## config.mk

```make
export PLATFORM = sky130hd
export DESIGN_NAME = pi_out_limiter
export DESIGN_NICKNAME = d
export VERILOG_FILES = /design/src/rtl/ctrl_pkg.sv /design/src/rtl/pi_out_limiter_step_toward.sv /design/src/rtl/pi_out_limiter.sv
export SDC_FILE = /design/constraint.sdc
export NUM_CORES = 1
export LEC_CHECK = 0
export ABC_AREA = 1
export CAP_MARGIN = 20
export CORE_ASPECT_RATIO = 0.7
export CORE_MARGIN = 2
export CORE_UTILIZATION = 42
export CTS_CLUSTER_DIAMETER = 50
export DETAILED_ROUTE_END_ITERATION = 8
export HOLD_SLACK_MARGIN = 0.06
export SYNTH_ARGS = -nofsm -noshare
export SYNTH_HDL_FRONTEND = slang
export SYNTH_SLANG_ARGS = --single-unit
```

## constraint.sdc

```tcl
create_clock -name i_CLK -period 15.6 [get_ports i_CLK]
set_clock_uncertainty 0.1 [all_clocks]
set_input_delay 1.56 -clock i_CLK [delete_from_list [all_inputs] [get_ports i_CLK]]
set_output_delay 1.56 -clock i_CLK [all_outputs]
set_load 0.02 [all_outputs]
```

## src/rtl/ctrl_pkg.sv

```systemverilog
// ----------------------------------------------------------------------------
// ctrl_pkg
// Shared definitions for the PI output stage:
//   CTRL_W              - data path width of commands and PI samples
//   ST_IDLE/ST_RAMP/ST_RUN - limiter state encoding (also driven out on o_state)
//   sat_to_w()          - saturates a CTRL_W+1 bit signed value into CTRL_W bits
// ----------------------------------------------------------------------------
package ctrl_pkg;

    localparam int CTRL_W = 32;

    localparam logic [1:0] ST_IDLE = 2'd0;
    localparam logic [1:0] ST_RAMP = 2'd1;
    localparam logic [1:0] ST_RUN  = 2'd2;

    // The two top bits disagree only when the value does not fit in CTRL_W
    // bits; the sign bit then tells which rail to pin to.
    function automatic logic signed [CTRL_W-1:0] sat_to_w(input logic signed [CTRL_W:0] v);
        logic signed [CTRL_W-1:0] r;
        if (v[CTRL_W] != v[CTRL_W-1]) begin
            r = v[CTRL_W] ? {1'b1, {(CTRL_W-1){1'b0}}} : {1'b0, {(CTRL_W-1){1'b1}}};
        end else begin
            r = v[CTRL_W-1:0];
        end
        return r;
    endfunction

endpackage

```

## src/rtl/pi_out_limiter_step_toward.sv

```systemverilog
// ----------------------------------------------------------------------------
// step_toward
// Combinational rate limiter: moves x toward tgt by at most s per call.
//   x       in  CTRL_W  signed current value
//   tgt     in  CTRL_W  signed target value
//   s       in  CTRL_W  signed maximum step (> 0)
//   nxt     out CTRL_W  signed next value (tgt when within reach, else x +/- s)
//   limited out 1       high when the step size cut the move short
// The difference is formed one bit wider so opposite-rail operands never wrap.
// ----------------------------------------------------------------------------
module step_toward
    import ctrl_pkg::*;
(
    input  logic signed [CTRL_W-1:0] x,
    input  logic signed [CTRL_W-1:0] tgt,
    input  logic signed [CTRL_W-1:0] s,
    output logic signed [CTRL_W-1:0] nxt,
    output logic                     limited
);

    logic signed [CTRL_W:0] x_ext;
    logic signed [CTRL_W:0] s_ext;
    logic signed [CTRL_W:0] diff;
    logic signed [CTRL_W:0] sum_up;
    logic signed [CTRL_W:0] sum_dn;

    always_comb begin
        x_ext   = {x[CTRL_W-1], x};
        s_ext   = {s[CTRL_W-1], s};
        diff    = {tgt[CTRL_W-1], tgt} - x_ext;
        sum_up  = x_ext + s_ext;
        sum_dn  = x_ext - s_ext;
        nxt     = tgt;
        limited = 1'b0;
        // x +/- s only taken when strictly short of tgt, so it stays in range.
        if (diff > s_ext) begin
            nxt     = sum_up[CTRL_W-1:0];
            limited = 1'b1;
        end else if (diff < -s_ext) begin
            nxt     = sum_dn[CTRL_W-1:0];
            limited = 1'b1;
        end
    end

endmodule

```

## src/rtl/pi_out_limiter.sv

```systemverilog
// ----------------------------------------------------------------------------
// pi_out_limiter
// Converts the raw PI output into the modulator command: clamp to
// [MIN_OUT, MAX_OUT], soft-start ramp after enable, and return the excess as
// the anti-windup term for the PI block.
// Optional feature macro: PI_OUT_SLEW_EN - when defined, RUN also rate-limits
// the command by SLEW_MAX per sample; otherwise RUN passes the clamped target.
// Ports:
//   i_CLK    in   1   clock
//   i_RST    in   1   asynchronous active-low reset
//   i_EN     in   1   converter enable (level); low forces IDLE
//   i_valid  in   1   i_PI carries a new sample
//   i_PI     in   32  signed raw PI output
//   o_CMD    out  32  signed applied command
//   o_valid  out  1   one-cycle strobe, o_CMD/o_AW just updated
//   o_AW     out  32  signed anti-windup term i_PI - o_CMD (saturated)
//   o_sat    out  1   sample altered by clamp or step limit
//   o_state  out  2   0 IDLE, 1 RAMP, 2 RUN
// ----------------------------------------------------------------------------
module pi_out_limiter
    import ctrl_pkg::*;
#(
    parameter logic signed [CTRL_W-1:0] MIN_OUT   = -32'sd1000,
    parameter logic signed [CTRL_W-1:0] MAX_OUT   = 32'sd1000,
    parameter logic signed [CTRL_W-1:0] RESET_OUT = 32'sd0,
    parameter logic signed [CTRL_W-1:0] SS_STEP   = 32'sd1,
    parameter logic signed [CTRL_W-1:0] SLEW_MAX  = 32'sd16
) (
    input  logic                     i_CLK,
    input  logic                     i_RST,
    input  logic                     i_EN,
    input  logic                     i_valid,
    input  logic signed [CTRL_W-1:0] i_PI,
    output logic signed [CTRL_W-1:0] o_CMD,
    output logic                     o_valid,
    output logic signed [CTRL_W-1:0] o_AW,
    output logic                     o_sat,
    output logic [1:0]               o_state
);

    logic [1:0]               state_q, state_d;
    logic signed [CTRL_W-1:0] cmd_q, cmd_d;
    logic signed [CTRL_W-1:0] aw_q, aw_d;
    logic                     sat_q, sat_d;
    logic                     valid_q, valid_d;

    logic signed [CTRL_W-1:0] tgt;
    logic                     clamped;
    logic signed [CTRL_W-1:0] step_s;
    logic signed [CTRL_W-1:0] step_nxt;
    logic                     step_lim;
    logic signed [CTRL_W-1:0] new_cmd;
    logic                     new_sat;
    logic signed [CTRL_W:0]   aw_raw;

    // Target is the raw sample pinned into the command window.
    always_comb begin
        tgt     = i_PI;
        clamped = 1'b0;
        if (i_PI > MAX_OUT) begin
            tgt     = MAX_OUT;
            clamped = 1'b1;
        end else if (i_PI < MIN_OUT) begin
            tgt     = MIN_OUT;
            clamped = 1'b1;
        end
    end

    // One limiter shared by RAMP and RUN; only the step size differs.
`ifdef PI_OUT_SLEW_EN
    assign step_s = (state_q == ST_RAMP) ? SS_STEP : SLEW_MAX;
`else
    assign step_s = SS_STEP;
`endif

    step_toward u_step (
        .x       (cmd_q),
        .tgt     (tgt),
        .s       (step_s),
        .nxt     (step_nxt),
        .limited (step_lim)
    );

    // Command a valid sample would apply. A clamped sample can never equal
    // i_PI, and an unclamped one differs from it only when step-limited, so
    // clamped|limited is exactly "new command != i_PI".
    always_comb begin
        new_cmd = step_nxt;
        new_sat = clamped | step_lim;
`ifndef PI_OUT_SLEW_EN
        if (state_q == ST_RUN) begin
            new_cmd = tgt;
            new_sat = clamped;
        end
`endif
        aw_raw = {i_PI[CTRL_W-1], i_PI} - {new_cmd[CTRL_W-1], new_cmd};
    end

    always_comb begin
        state_d = state_q;
        cmd_d   = cmd_q;
        aw_d    = aw_q;
        sat_d   = sat_q;
        valid_d = 1'b0;
        if (!i_EN) begin
            state_d = ST_IDLE;
            cmd_d   = RESET_OUT;
            aw_d    = '0;
            sat_d   = 1'b0;
        end else begin
            case (state_q)
                // A sample arriving with the enable edge is dropped.
                ST_IDLE: state_d = ST_RAMP;
                ST_RAMP, ST_RUN: begin
                    if (i_valid) begin
                        valid_d = 1'b1;
                        cmd_d   = new_cmd;
                        aw_d    = sat_to_w(aw_raw);
                        sat_d   = new_sat;
                        if (state_q == ST_RAMP && new_cmd == tgt) begin
                            state_d = ST_RUN;
                        end
                    end
                end
                default: begin
                    state_d = ST_IDLE;
                    cmd_d   = RESET_OUT;
                    aw_d    = '0;
                    sat_d   = 1'b0;
                end
            endcase
        end
    end

    always_ff @(posedge i_CLK or negedge i_RST) begin
        if (!i_RST) begin
            state_q <= ST_IDLE;
            cmd_q   <= RESET_OUT;
            aw_q    <= '0;
            sat_q   <= 1'b0;
            valid_q <= 1'b0;
        end else begin
            state_q <= state_d;
            cmd_q   <= cmd_d;
            aw_q    <= aw_d;
            sat_q   <= sat_d;
            valid_q <= valid_d;
        end
    end

    assign o_CMD   = cmd_q;
    assign o_AW    = aw_q;
    assign o_sat   = sat_q;
    assign o_valid = valid_q;
    assign o_state = state_q;

endmodule
```

==> flow_metrics.py, run 1 <==
metrics = {
    "timing": {
        "slew_headroom_pct": 30.5,
        "period_needed_ns": 12.52,
        "max_freq_ghz": 0.0799,
        "max_slew.worst_pin.slew_ns": 1.04,
        "rsz0062_at_grt": "false",
        "layout_setup_ws_ns": 3.08,
        "finalHoldViolCount": 0,
        "period_share_pct": 80.3,
        "slew_viol_final": 0,
        "setup_tns_ns": 0,
        "finalSetupViolCount": 0,
    },
    "outcome": {
        "outcome": "complete, no violations",
    },
    "clock_tree": {
        "clkTransAtPathRegs_ns": 0.06,
        "clockBufferDepth": 2,
        "clk_latency_ns": 0.36,
        "clock_sinks": 68,
        "post_cts_buffers": 0,
        "hold_buffers": 0,
        "cts_buffers": 9,
        "cts_resized": 0,
        "cts-root-buf": "clkbuf_16",
        "cts_max_level": 3,
        "cts_tree": "done",
    },
    "synthesis": {
        "ys_warn_count": 0,
        "syn_nets": 1805,
        "synth_xor_area_share_pct": 7.76,
        "synth-compound-area-share_pct": 14.6,
        "synth_simple_gate_area_share_pct": 39.4,
        "synth_area_sq_um": 10200,
        "avgSynthCellArea_sq_um": 5.99,
        "synth-seq-cells": 68,
        "synth_top_family_by_area": "simple AND/OR/NAND/NOR gates",
        "synth-edff-count": 0,
        "netlist_instances": 1698,
        "synth_cell_types": 51,
        "ys.flop_type": "dfrtp_1",
        "synthMuxAreaShare_pct": 0,
        "synthAdderAreaFrac_pct": 8.88,
        "async_flop_share_pct": 100,
        "ys_seq_area_share_pct": 16.7,
    },
    "floorplan": {
        "start_util_pct": 42.9,
        "std_cell_rows": 47,
        "die_w_um": 190,
        "core_sq_um": 23700,
        "die_area_sq_um": 25500,
        "num_io_pins": 104,
        "die_h_um": 134,
    },
    "worst_setup_path": {
        "startpoint_type": "input pin",
        "r2r_setup_slack_ns": 6.56,
        "worst_setup_path_end_kind": "flip-flop",
        "critPathArrivalTime_ns": 12.62,
        "max_stage_delay_ns": 0.77,
        "crit_top_cell": "nand2_1",
        "crit_slowest_cell": "nand2_1",
        "cp_max_fo": 37,
        "r2r_cells": 43,
        "r2r_end": "o_AW[8]$_DFFE_PN0P_",
        "r2r_start": "o_CMD[15]$_DFFE_PN0P_",
        "path_class": "input pin to flip-flop",
        "required_ns": 15.70,
    },
    "worst_hold_path": {
        "hp-class": "flip-flop to flip-flop",
        "hp-start": "o_AW[21]$_DFFE_PN0P_",
        "min_to": "o_AW[21]$_DFFE_PN0P_",
        "min_path_cells": 2,
    },
    "detailed_routing": {
        "drc": 0,
        "dr.pass1.iters": 5,
        "antenna_left": 0,
        "vias": 11400,
        "drt-initial-drc-count": 1160,
        "avgViaCountPerCell": 5.46,
        "wl_um": 36400,
        "wl_per_cell_um": 17.5,
    },
    "cells_and_area": {
        "antenna_cells": 0,
        "final_cell_area_sq_um": 11700,
        "layout_commonest_cell": "nand2_1",
        "final_cell_mix": "435 x nand2_1, 248 x inv_1, 214 x nand3_1",
        "fillers": 2542,
        "drive_above_1_share_pct": 4.36,
        "multiInputGateArea_sq_um": 7190,
        "regArea_sq_um": 1700,
        "nets": 1870,
        "area_delta_synth_final_pct": 14.9,
        "finalNonFillerCells": 2086,
    },
    "placed_design": {
        "gp_congestion": 0.929,
        "place_area_sq_um": 11400,
        "port_buffers": 103,
        "post-place-ws_ns": 2.96,
        "dp_cells": 2069,
        "dp_hpwl_um": 29300,
    },
    "grt": {
        "grt_pass1_vias": 10400,
        "antenna_found_initial": 0,
        "grt-ovfl-total": 0,
        "grt_pass1_wl_um": 57900,
        "track_usage_pct": 28.9,
        "grt_start_max_net_pins": 69,
    },
    "flow_run": {
        "max_cap_violations": 0,
    },
    "power": {
        "peakVddDrop_mv": 0.0730,
        "p_leak_nw": 5.84,
        "finalPower_mw": 1.13,
        "powerDensity_nw_per_um2": 97.0,
    },
}
[cells in the mapped netlist (all sizes together) (8+ instances only)]
master	instances	share of area [%]
o22ai	34	2.1
ha	69	8.5
buf	30	1.8
nand2	440	16
nor4	17	1.0
o21ai	102	5.2
clkinv	8	0.30
nor2	113	4.3
dfrtp	68	17
xor2	69	6.1
xnor2	19	1.6
nor3	41	2.2
nand3b	19	1.4
nand4	30	2.0
clkbuf	28	1.0
nand3	226	12
inv	259	9.6
a22oi	18	1.3
a21oi	82	4.2
[power breakdown]
part           internal [mW]  switching [mW]  total, mW
registers              0.186          0.0104      0.196
clock network          0.121          0.0831      0.204
logic                  0.264           0.471      0.735
[through the flow]
stage / utilization (%) / hold WS [ns]
final: 49.3 / 0.424
after detailed placement: 48.0 / 0.420
after floorplan: - / 0.510
after global placement: 48.0 / 0.416
after CTS: 49.2 / 0.427
after global routing: 49.3 / 0.440
[worst max-delay path: cells and delay by family]
kind            cells  cell delay (ns)
buf+inv            11             2.02
xor+xnor            2             0.39
fa+ha+maj           5             1.84
simple gates       21             4.04
compound gates     16             2.72
[cell families after synthesis]
| kind of cell | count (synthesis) |
|---|---|
| compound gates | 256 |
| xor+xnor | 88 |
| fa+ha+maj | 71 |
| buf+inv | 325 |
| flops | 68 |
| simple gates | 890 |
[how the worst max path moves through the flow]
stage	start	endpoint	slack [ns]
floorplan	i_PI[29]	o_AW[8]$_DFFE_PN0P_	6.75
global placement	i_PI[25]	o_AW[5]$_DFFE_PN0P_	3.28
detailed placement	i_PI[24]	o_AW[4]$_DFFE_PN0P_	2.96
CTS	i_PI[24]	o_AW[5]$_DFFE_PN0P_	3.30
global route	i_PI[24]	o_AW[8]$_DFFE_PN0P_	2.13
finish	i_PI[24]	o_AW[8]$_DFFE_PN0P_	3.08
[layer usage]
| metal | GRT usage, % | vias up | share of wire (%) |
|---|---|---|---|
| met1 | 43.7 | 5222 | 50 |
| li1 | - | 5722 | - |
| met3 | 4.84 | 33 | 7.5 |
| met5 | 0 | - | 0 |
| met4 | 5.73 | 0 | 1.4 |
| met2 | 42.7 | 414 | 42 |
[flip-flops by register name, summed over array words and instances, names as in the netlist]
name,cells
o_valid,1
o_state,2
o_AW,32
o_sat,1
o_CMD,32
[area by class of cell]
type,instances,share of cell area (%)
Clock buffer,15,2.38
Multi-Input combinational cell,1305,61.5
Inverter,267,8.57
Sequential cell,68,14.6
Timing Repair Buffer,112,9.54
Tap cell,318,3.40
Clock inverter,1,0.0428
Power figures use the tool's default switching activity.
==> run 2, diff against run 1 <==
==> constraint.sdc (replaced) <==
create_clock -name i_CLK -period 12 [get_ports i_CLK]
set_clock_uncertainty 0.1 [all_clocks]
set_input_delay 1.2 -clock i_CLK [delete_from_list [all_inputs] [get_ports i_CLK]]
set_output_delay 1.2 -clock i_CLK [all_outputs]
set_load 0.02 [all_outputs]
==> flow_metrics.py, run 2 (same netlist as run 1, synthesis figures left out) <==
metrics = {
    "cells_and_area": {
        "final_cell_mix": "435 x nand2_1, 248 x inv_1, 214 x nand3_1",
        "layout_commonest_cell": "nand2_1",
        "nets": 1875,
        "fillers": 2541,
        "drive_above_1_share_pct": 4.62,
        "antenna_cells": 0,
        "finalNonFillerCells": 2091,
        "area_delta_synth_final_pct": 14.9,
    },
    "detailed_routing": {
        "vias": 11500,
        "antenna_left": 0,
        "wl_um": 37200,
        "avgViaCountPerCell": 5.49,
        "dr.pass1.iters": 8,
        "wl_per_cell_um": 17.8,
        "drt-initial-drc-count": 1282,
        "drc": 0,
    },
    "worst_setup_path": {
        "path_class": "input pin to flip-flop",
        "startpoint_type": "input pin",
        "max_stage_delay_ns": 0.77,
        "r2r_setup_slack_ns": 3.35,
        "crit_top_cell": "nand2_1",
        "cp_max_fo": 29,
        "worst_setup_path_end_kind": "flip-flop",
        "required_ns": 12.11,
        "crit_slowest_cell": "nor4_1",
        "critPathArrivalTime_ns": 11.07,
    },
    "floorplan": {
        "die_h_um": 134,
        "core_sq_um": 23700,
        "num_io_pins": 104,
        "die_w_um": 190,
        "die_area_sq_um": 25500,
        "start_util_pct": 42.9,
        "std_cell_rows": 47,
    },
    "clock_tree": {
        "cts_max_level": 3,
        "cts_buffers": 9,
        "post_cts_buffers": 0,
        "clockBufferDepth": 2,
        "hold_buffers": 0,
        "clk_latency_ns": 0.36,
        "clock_sinks": 68,
        "cts-root-buf": "clkbuf_16",
        "cts_tree": "done",
        "clkTransAtPathRegs_ns": 0.06,
        "cts_resized": 0,
    },
    "power": {
        "powerDensity_nw_per_um2": 126,
        "p_leak_nw": 5.84,
        "peakVddDrop_mv": 0.0973,
    },
    "timing": {
        "setup_tns_ns": 0,
        "slew_viol_final": 0,
        "max_slew.worst_pin.slew_ns": 0.996,
        "slew_headroom_pct": 33.0,
        "finalSetupViolCount": 0,
        "worst_hold_slack_ns": 0.423,
        "max_freq_ghz": 0.0912,
        "finalHoldViolCount": 0,
        "rsz0062_at_grt": "false",
        "period_share_pct": 91.4,
        "period_needed_ns": 10.97,
    },
    "placed_design": {
        "port_buffers": 103,
        "dp_cells": 2075,
        "gp_congestion": 0.974,
        "dp_hpwl_um": 29900,
    },
    "grt": {
        "track_usage_pct": 29.5,
        "grt_start_max_net_pins": 69,
        "grt_pass1_vias": 10700,
        "antenna_found_initial": 0,
        "grt-ovfl-total": 0,
        "grt_pass1_wl_um": 58400,
    },
    "outcome": {
        "outcome": "complete, no violations",
    },
    "flow_run": {
        "max_cap_violations": 0,
    },
    "worst_hold_path": {
        "hp-class": "flip-flop to flip-flop",
    },
}
run 2: area by class of cell:
type                    instances  area, sq um  area share [%]
inverters                     267         1000            8.57
clock inverters                 2         10.0          0.0856
clock buffers                  14          254            2.17
multi-input cells            1305         7200            61.5
repair buffers                117         1130            9.69
flip-flops and latches         68         1700            14.6
well taps                     318          398            3.40
run 2: through the flow:
step                      power, mW  worst slack [ns]  util [%]  cell area, sq um
after floorplan               0.963              3.51         -             10200
after global placement         1.20             0.966      48.2             11400
after detailed placement       1.20             0.775      48.2             11400
after CTS                      1.46              1.07      49.3             11700
after global routing           1.59             0.214      49.3             11700
final                          1.47              1.03      49.3             11700
run 2: metal layers:
layer | vias to the layer above | global-route usage, % | routed length (um)
li1 | 5739 | - | -
met1 | 5231 | 43.6 | 18100
met2 | 448 | 42.1 | 14800
met3 | 54 | 7.67 | 3460
met4 | 0 | 7.67 | 862
met5 | - | 0 | 0
run 2: final timing paths:
path	from	endpoint	cells after the start
setup reg to reg	o_CMD[15]$_DFFE_PN0P_	o_AW[5]$_DFFE_PN0P_	43
hold reg to reg	o_AW[16]$_DFFE_PN0P_	o_AW[16]$_DFFE_PN0P_	2
min in group asynchronous	i_RST	o_CMD[20]$_DFFE_PN0P_	1
setup / recovery	i_PI[25]	o_AW[5]$_DFFE_PN0P_	50
max in group asynchronous	i_RST	o_AW[9]$_DFFE_PN0P_	1
hold / removal	o_AW[16]$_DFFE_PN0P_	o_AW[16]$_DFFE_PN0P_	2
run 2: report_power, final:
part	internal, mW	total (mW)	switching [mW]
sequential	0.242	0.255	0.0135
combinational	0.339	0.957	0.619
clock	0.145	0.257	0.112
run 2: critical path, delay by kind of cell:
kind / cells / cell delay, ns
compound gates: 19 / 3.56
simple gates: 19 / 3.24
fa+ha+maj: 4 / 1.44
buf+inv: 7 / 1.41
xor+xnor: 1 / 0.22
==> run 3, diff against run 2 <==
--- a/config.mk
+++ b/config.mk
@@ -13,6 +13,7 @@
 export CTS_CLUSTER_DIAMETER = 50
 export DETAILED_ROUTE_END_ITERATION = 8
 export HOLD_SLACK_MARGIN = 0.06
+export SLEW_MARGIN = 20
 export SYNTH_ARGS = -nofsm -noshare
 export SYNTH_HDL_FRONTEND = slang
 export SYNTH_SLANG_ARGS = --single-unit
==> constraint.sdc (replaced) <==
create_clock -name i_CLK -period 12 [get_ports i_CLK]
set_clock_uncertainty 0.1 [all_clocks]
set_input_delay 1.2 -clock i_CLK [delete_from_list [all_inputs] [get_ports i_CLK]]
set_output_delay 1.2 -clock i_CLK [all_outputs]
set_load 0.05 [all_outputs]
==> results of run 3 <==
Same layout as run 2 (identical final DEF). Status: complete, no violations.
Among the figures that moved: total power 1.47 mW -> 1.50 mW
